==> src/rtl/gray_downsample_2x2.sv <==
// Gray-scale 2x2 box downsampler.
// Averages each non-overlapping 2x2 block of a raster-order gray frame into
// one output pixel (sum >> 2, truncated). Horizontal pairs are summed on the
// fly; even-row pair sums wait in a half-width line buffer until the matching
// odd-row pair arrives.
//
// Handshake: a beat transfers on any rising edge where valid and ready are
// both high. On the input side that is valid_i & ready_o; on the output side
// valid_o & ready_i. The output register is a single stage, so ready_o is
// high whenever the register is empty or is being drained this cycle. While
// valid_o is high and ready_i is low, gray_o/last_o/valid_o stay frozen.
module gray_downsample_2x2 #(
    parameter int width_p        = 8,
    parameter int frame_width_p  = 640,
    parameter int frame_height_p = 480
) (
    input  logic               clk_i,
    input  logic               reset_i,
    input  logic               valid_i,
    input  logic [width_p-1:0] gray_i,
    output logic               ready_o,
    output logic               valid_o,
    output logic [width_p-1:0] gray_o,
    output logic               last_o,
    input  logic               ready_i
);

    localparam int col_w_lp     = (frame_width_p  > 2) ? $clog2(frame_width_p)  : 1;
    localparam int row_w_lp     = (frame_height_p > 2) ? $clog2(frame_height_p) : 1;
    localparam int buf_depth_lp = frame_width_p / 2;
    localparam int idx_w_lp     = (buf_depth_lp > 1) ? $clog2(buf_depth_lp) : 1;

    // Position counters and the even-column pixel holding register
    logic [col_w_lp-1:0] col_q, col_d;
    logic [row_w_lp-1:0] row_q, row_d;
    logic [width_p-1:0]  pair_q, pair_d;

    // Output register
    logic                valid_q, valid_d;
    logic [width_p-1:0]  gray_q, gray_d;
    logic                last_q, last_d;

    // Line buffer of even-row pair sums; never reset, always written before read
    logic [width_p:0]    line_buf_q [buf_depth_lp];

    logic                accept;
    logic                col_last;
    logic                row_last;
    logic                produce;
    logic                buf_we;
    logic [idx_w_lp-1:0] buf_idx;
    logic [width_p:0]    pair_sum;
    logic [width_p+1:0]  quad_sum;

    assign ready_o = ready_i | ~valid_q;
    assign valid_o = valid_q;
    assign gray_o  = gray_q;
    assign last_o  = last_q;

    // Datapath sums, position tracking and pair holding
    always_comb begin
        accept   = valid_i & ready_o;
        col_last = (col_q == col_w_lp'(frame_width_p - 1));
        row_last = (row_q == row_w_lp'(frame_height_p - 1));
        buf_idx  = idx_w_lp'(col_q >> 1);
        pair_sum = {1'b0, pair_q} + {1'b0, gray_i};
        quad_sum = {1'b0, pair_sum} + {1'b0, line_buf_q[buf_idx]};
        produce  = accept & col_q[0] & row_q[0];
        buf_we   = accept & col_q[0] & ~row_q[0];

        col_d  = col_q;
        row_d  = row_q;
        pair_d = pair_q;
        if (accept) begin
            if (!col_q[0]) begin
                pair_d = gray_i;
            end
            if (col_last) begin
                col_d = '0;
                row_d = row_last ? '0 : row_q + row_w_lp'(1);
            end else begin
                col_d = col_q + col_w_lp'(1);
            end
        end
    end

    // Output register: load on a completing beat, clear on drain, else hold
    always_comb begin
        valid_d = valid_q;
        gray_d  = gray_q;
        last_d  = last_q;
        if (produce) begin
            valid_d = 1'b1;
            gray_d  = width_p'(quad_sum >> 2);
            last_d  = row_last & col_last;
        end else if (ready_i) begin
            valid_d = 1'b0;
            last_d  = 1'b0;
        end
    end

    // State registers with synchronous reset
    always_ff @(posedge clk_i) begin
        if (reset_i) begin
            col_q   <= '0;
            row_q   <= '0;
            pair_q  <= '0;
            valid_q <= 1'b0;
            gray_q  <= '0;
            last_q  <= 1'b0;
        end else begin
            col_q   <= col_d;
            row_q   <= row_d;
            pair_q  <= pair_d;
            valid_q <= valid_d;
            gray_q  <= gray_d;
            last_q  <= last_d;
        end
    end

    // Line buffer write of even-row pair sums
    always_ff @(posedge clk_i) begin
        if (buf_we) begin
            line_buf_q[buf_idx] <= pair_sum;
        end
    end

endmodule
==> config.mk <==
export PLATFORM = sky130hd
export DESIGN_NAME = gray_downsample_2x2
export DESIGN_NICKNAME = d
export VERILOG_FILES = /design/src/rtl/gray_downsample_2x2.sv
export SDC_FILE = /design/constraint.sdc
export NUM_CORES = 2
export LEC_CHECK = 0
export ABC_AREA = 1
export CAP_MARGIN = 20
export CORE_ASPECT_RATIO = 0.8
export CORE_MARGIN = 2
export CORE_UTILIZATION = 35
export DETAILED_ROUTE_END_ITERATION = 7
export GPL_ROUTABILITY_DRIVEN = 0
export PLACE_DENSITY_LB_ADDON = 0.1
export SYNTH_ARGS = -nofsm -noshare
export SYNTH_HDL_FRONTEND = slang
export SYNTH_SLANG_ARGS = --single-unit
export TNS_END_PERCENT = 100
==> constraint.sdc <==
create_clock -name clk_i -period 14.3 [get_ports clk_i]
set_clock_uncertainty 0.15 [all_clocks]
set_input_delay 2.145 -clock clk_i [delete_from_list [all_inputs] [get_ports clk_i]]
set_output_delay 2.145 -clock clk_i [all_outputs]
set_load 0.1 [all_outputs]
# Word level (Yosys, flattened, before mapping)
# Memories as Yosys holds them, arrays and structs flattened. A register that Yosys moved wholly into a read port is not among the register bits.
# Index checks and enable logic that the tools add are counted.
# classes
addsub	4
eq_ne	2
muxes	9
n_bitwise	9
reduce_logical	3
# op_table
op	count
9-bit two-way mux	3
10-bit by 1-bit adder with 10-bit output, second input constant	1
9-bit by 9-bit adder with 10-bit output	1
10-bit == test, second input constant	1
10-bit two-way mux	1
8-bit by 8-bit adder with 9-bit output	1
9-bit by 1-bit adder with 9-bit output, second input constant	1
9-bit == test, second input constant	1
1-bit AND	5
1-bit two-way mux	5
2-bit AND reduction	2
1-bit inverter	3
2-bit nonzero test	1
1-bit OR	1
# totals
register_bits	37
ramBits	2880
in_bits	12
out_inout_bits	11
mem_count	1
# memory_table
name	words	word_bits	rd	rd_clocked_by_memory_dff	write_ports	line	rtl
line_buf_q	320	9	1	1	1	44	logic [width_p:0] line_buf_q [buf_depth_lp];

# Logic depth before layout (Yosys ltp)
# depth
depth_word	7
ltp_mapped	31
depth_no_buf	26

# Worst setup path before layout
# Ideal clock, no wire load.
# synth_timing
path_kind	input -> register
start	in gray_i[0]
end	reg gray_q[5] (netlist: gray_o[5])
setup_ns	0.109
t_arrival_ns	14.022
slack_ns	0.019
cell_stages	15
cell_sequence	ha_1 > inv_1 > fa_1 > xnor2_1 > ha_1 > a21oi_1 > nor2_1 > a211oi_1 > nand2_1 > nand2_1 > nand2_1 > nand2_1 > nand3_1 > nand2_1 > inv_1
# synth_via
elab_chain_len	2
# synth_rtl
item	line	rtl
from (decl)	20	input logic [width_p-1:0] gray_i,
8-bit by 8-bit adder with 9-bit output	66	pair_sum = {1'b0, pair_q} + {1'b0, gray_i};
net pair_sum[2]	52	logic [width_p:0] pair_sum;
9-bit by 9-bit adder with 10-bit output	67	quad_sum = {1'b0, pair_sum} + {1'b0, line_buf_q[buf_idx]};
to (signal assigned)	116	gray_q <= gray_d;
to (decl)	40	logic [width_p-1:0] gray_q, gray_d;
# The timed path passes the listed nets, and every way through them passes these cells.
# A chain may end at the register's enable or synchronous reset.

==> impl_results.md <==
- Status: complete, but fails checks
- Failing checks: slew limit
- Most used cell, CP: nand2_1
- Routed WL: 381 mm
- Worst Path Buf+Inv: 5
- Slowest CP cell: dfxtp_4
- CP Capture Type: register
- Crit Path Class: reg2reg
- CTS sink count: slightly below 3000
- CTS tree: yes
- Die Wd: around 650 um
- HPWL Detailed: about 210 mm
- Cells after Synth: about 9200
- First-pass GRT wire length: between 500 and 600 mm
- Power per cell area: about 150 nW/um^2
- CTS buffer count: about 300
- Detailed Route Iter0 Violations: 8454
- Synthesized area per cell: between 10 and 15 um^2
- FILL cells: ~31000
- Worst-case clock buffer depth: 4
- Via count: around 76000
- Fmax: between 100 and 150 MHz
- Crit-path max FO: about 120
- Post-Synthesis Cell Area: 117000 um^2
- Max_cap viols: 0
- Die area: approximately 340000 um^2
- Least-Margin Pin Slew: between 1.5 and 2 ns
- Levels on crit path: 25
- Area Growth Syn to Fin: 12.0%
- Critical Path End: gray_o[5]
- Rows: 189
- Yosys reg bits: around 2900
- Port bufs: 22
- Postcts setup bufs: 0
- Vias in the first global route: between 70000 and 80000
- R2R setup slack: approximately 7.3 ns
- Post-cts sizing count: 0
- Layout net count: about 9000
- DR vias/cell: 5.56
- Worst Hold Class: reg2reg
- Core Footprint: 332000 um^2
- Worst EP arrival: ~7.7 ns
- Die Y: 520 um
- Synth warn: 0
- Drt wl/cell: around 28 um
- End of the worst register-to-register path: gray_o[5]
- Critical Path RT: 14.92 ns
- Drt drc: 0
- Clock slew at reported path FFs: about 0.070 ns
- Clock latency on the worst-skew pair: roughly 0.86 ns
- Synth unique cells: 39
- Register area: 87400 um^2
- CP delay by family, top: buffers and inverters
- Fin. max-slew vios: 80
- CTS H-tree lvls: 5
- Initial core utilization: a little over a third
- Setup tns final: 0 ns
- First drt pass iteration count: 6
- Final Hold Fails: 0
- Final worst-path cycle share: 49.2%
- Congestion Overflow GR: 0
- Pre-CTS WS: ~6.4 ns
- Worst r2r path cells: 25
- Syn_nets: 9227
- PnR worst setup slack: 7.27 ns
- Hold Startpoint: pair_q[5]
- CTS root buffer: clkbuf_16
- Slew headroom: -23.5%
- Layout cells sized above 1: approximately 6.5%
- Largest net degree at the start of global routing: ~190
- Worst-case vdd ir drop: 0.0961 mV
- Final setup fails: 0
- Sequential cell area fraction in the yosys report: between 70% and 80%
- CTS Hold Bufs: 0
- Multi-input logic area: 26100 um^2
- RSZ-0062 raised after global routing: false
- Detail Route Antenna Nets: 0
- P_leak: between 40 and 50 nW
- IO Pins: 23
- Final min period: between 7 and 8 ns
- CP Launch Type: register
- Crit path largest cell delay: roughly 0.73 ns
- Initial antenna violation count: 17
- Tot GR Track Use: 22.0%
[area by class of cell]
cell class | instances | share of cell area, %
inverters | 70 | 0.230
clock buffers | 408 | 6.46
flip-flops and latches | 2926 | 67.0
repair buffers | 176 | 1.33
multi-input cells | 5516 | 19.9
diodes | 8 | 0.0153
clock inverters | 141 | 0.855
well taps | 4393 | 4.21
[routing by layer]
layer / vias up / global-route usage, % / wire, um
met5: - / 0 / 0
met4: 0 / 4.93 / 8410
met3: 484 / 4.41 / 29800
met2: 2890 / 31.6 / 161000
met1: 38800 / 33.9 / 183000
li1: 33600 / - / -
[tightest hold or removal path, stage by stage (launching register included)]
cell and delay, ns:
dfxtp_1 0.31, nand2_1 0.06, a21oi_1 0.05
[synthesized netlist by cell type]
master,n,share of area [%]
a2111oi_0,1,0.0075
a211oi_1,3,0.019
a21o_1,2,0.013
a21oi_1,35,0.15
and3_1,1,0.0054
buf_1,25,0.080
buf_2,185,0.79
buf_4,49,0.32
buf_6,24,0.23
buf_8,1,0.013
clkbuf_1,400,1.3
clkinv_1,7,0.023
dfxtp_1,46,0.79
edfxtp_1,2880,74
fa_1,1,0.017
ha_1,18,0.19
inv_1,59,0.19
inv_2,4,0.013
nand2_1,515,1.7
nand2_2,1,0.0054
nand3_1,410,1.8
nand3b_1,1,0.0064
nand4_1,3,0.016
nor2_1,2035,6.5
nor3_1,17,0.073
nor3b_1,2,0.013
nor4_1,2,0.011
o211ai_1,2,0.013
o21a_1,3,0.019
o21ai_0,1517,6.5
o21ai_1,109,0.47
o21bai_1,3,0.019
o221a_2,1,0.0097
o221ai_1,1,0.0075
o22ai_1,790,4.2
o32ai_1,31,0.23
o32ai_2,1,0.014
xnor2_1,2,0.015
xor2_1,9,0.068
[placed cells by master, fill, tap and decap left out, types with 40 or more instances in the layout]
cell type  count
o21ai_0     1517
dfxtp_1       40
o21ai_1      109
nand2_1      506
clkbuf_1      80
clkbuf_16    322
inv_1         57
nand3_1      404
nor2_1      2035
edfxtp_1    2880
clkinv_2      49
buf_4        117
clkinv_1      69
o22ai_1      790
[cells by family after synthesis]
kind of cell    Yosys count  share of synthesized area (%)
compound gates         2499                           11.7
simple gates           2987                           10.1
buf+inv                 754                           2.95
flops                  2926                           74.9
fa+ha+maj                19                          0.210
xor+xnor                 11                         0.0826
[power by group]
part / internal, W / switching (W) / total [W]
clock: 0.00445 / 0.00336 / 0.00782
combinational: 0.000248 / 0.00113 / 0.00138
sequential: 0.00975 / 0.00000700 / 0.00976
total: 0.0145 / 0.00450 / 0.0190
[registers in the layout, indices dropped and copies added, names as in the netlist, named ones only]
register,cells
row_q,9
line_buf_q,2880
last_o,1
gray_o,8
col_q,10
pair_q,8
valid_o,1
[worst min path at each step]
stage | slack, ns | end | depth (start not counted)
detailed placement | 0.31 | pair_q[5] | 2
global route | 0.35 | pair_q[3] | 2
floorplan | 0.29 | row_q[2] | 2
finish | 0.32 | pair_q[5] | 2
global placement | 0.30 | row_q[2] | 2
CTS | 0.32 | pair_q[5] | 2
[stage by stage]
stage	instance area (um^2)	instances	total power (W)	utilization, %	hold slack (ns)
after floorplan	117000	9196	0.0109	-	0.289
after global placement	121000	13100	0.0113	36.4	0.302
after detailed placement	121000	13100	0.0113	36.5	0.313
after CTS	130000	13600	0.0191	39.3	0.321
after global routing	131000	13600	0.0195	39.4	0.348
final	131000	13600	0.0190	39.4	0.320
No activity file was read; power rests on OpenSTA's default activity.
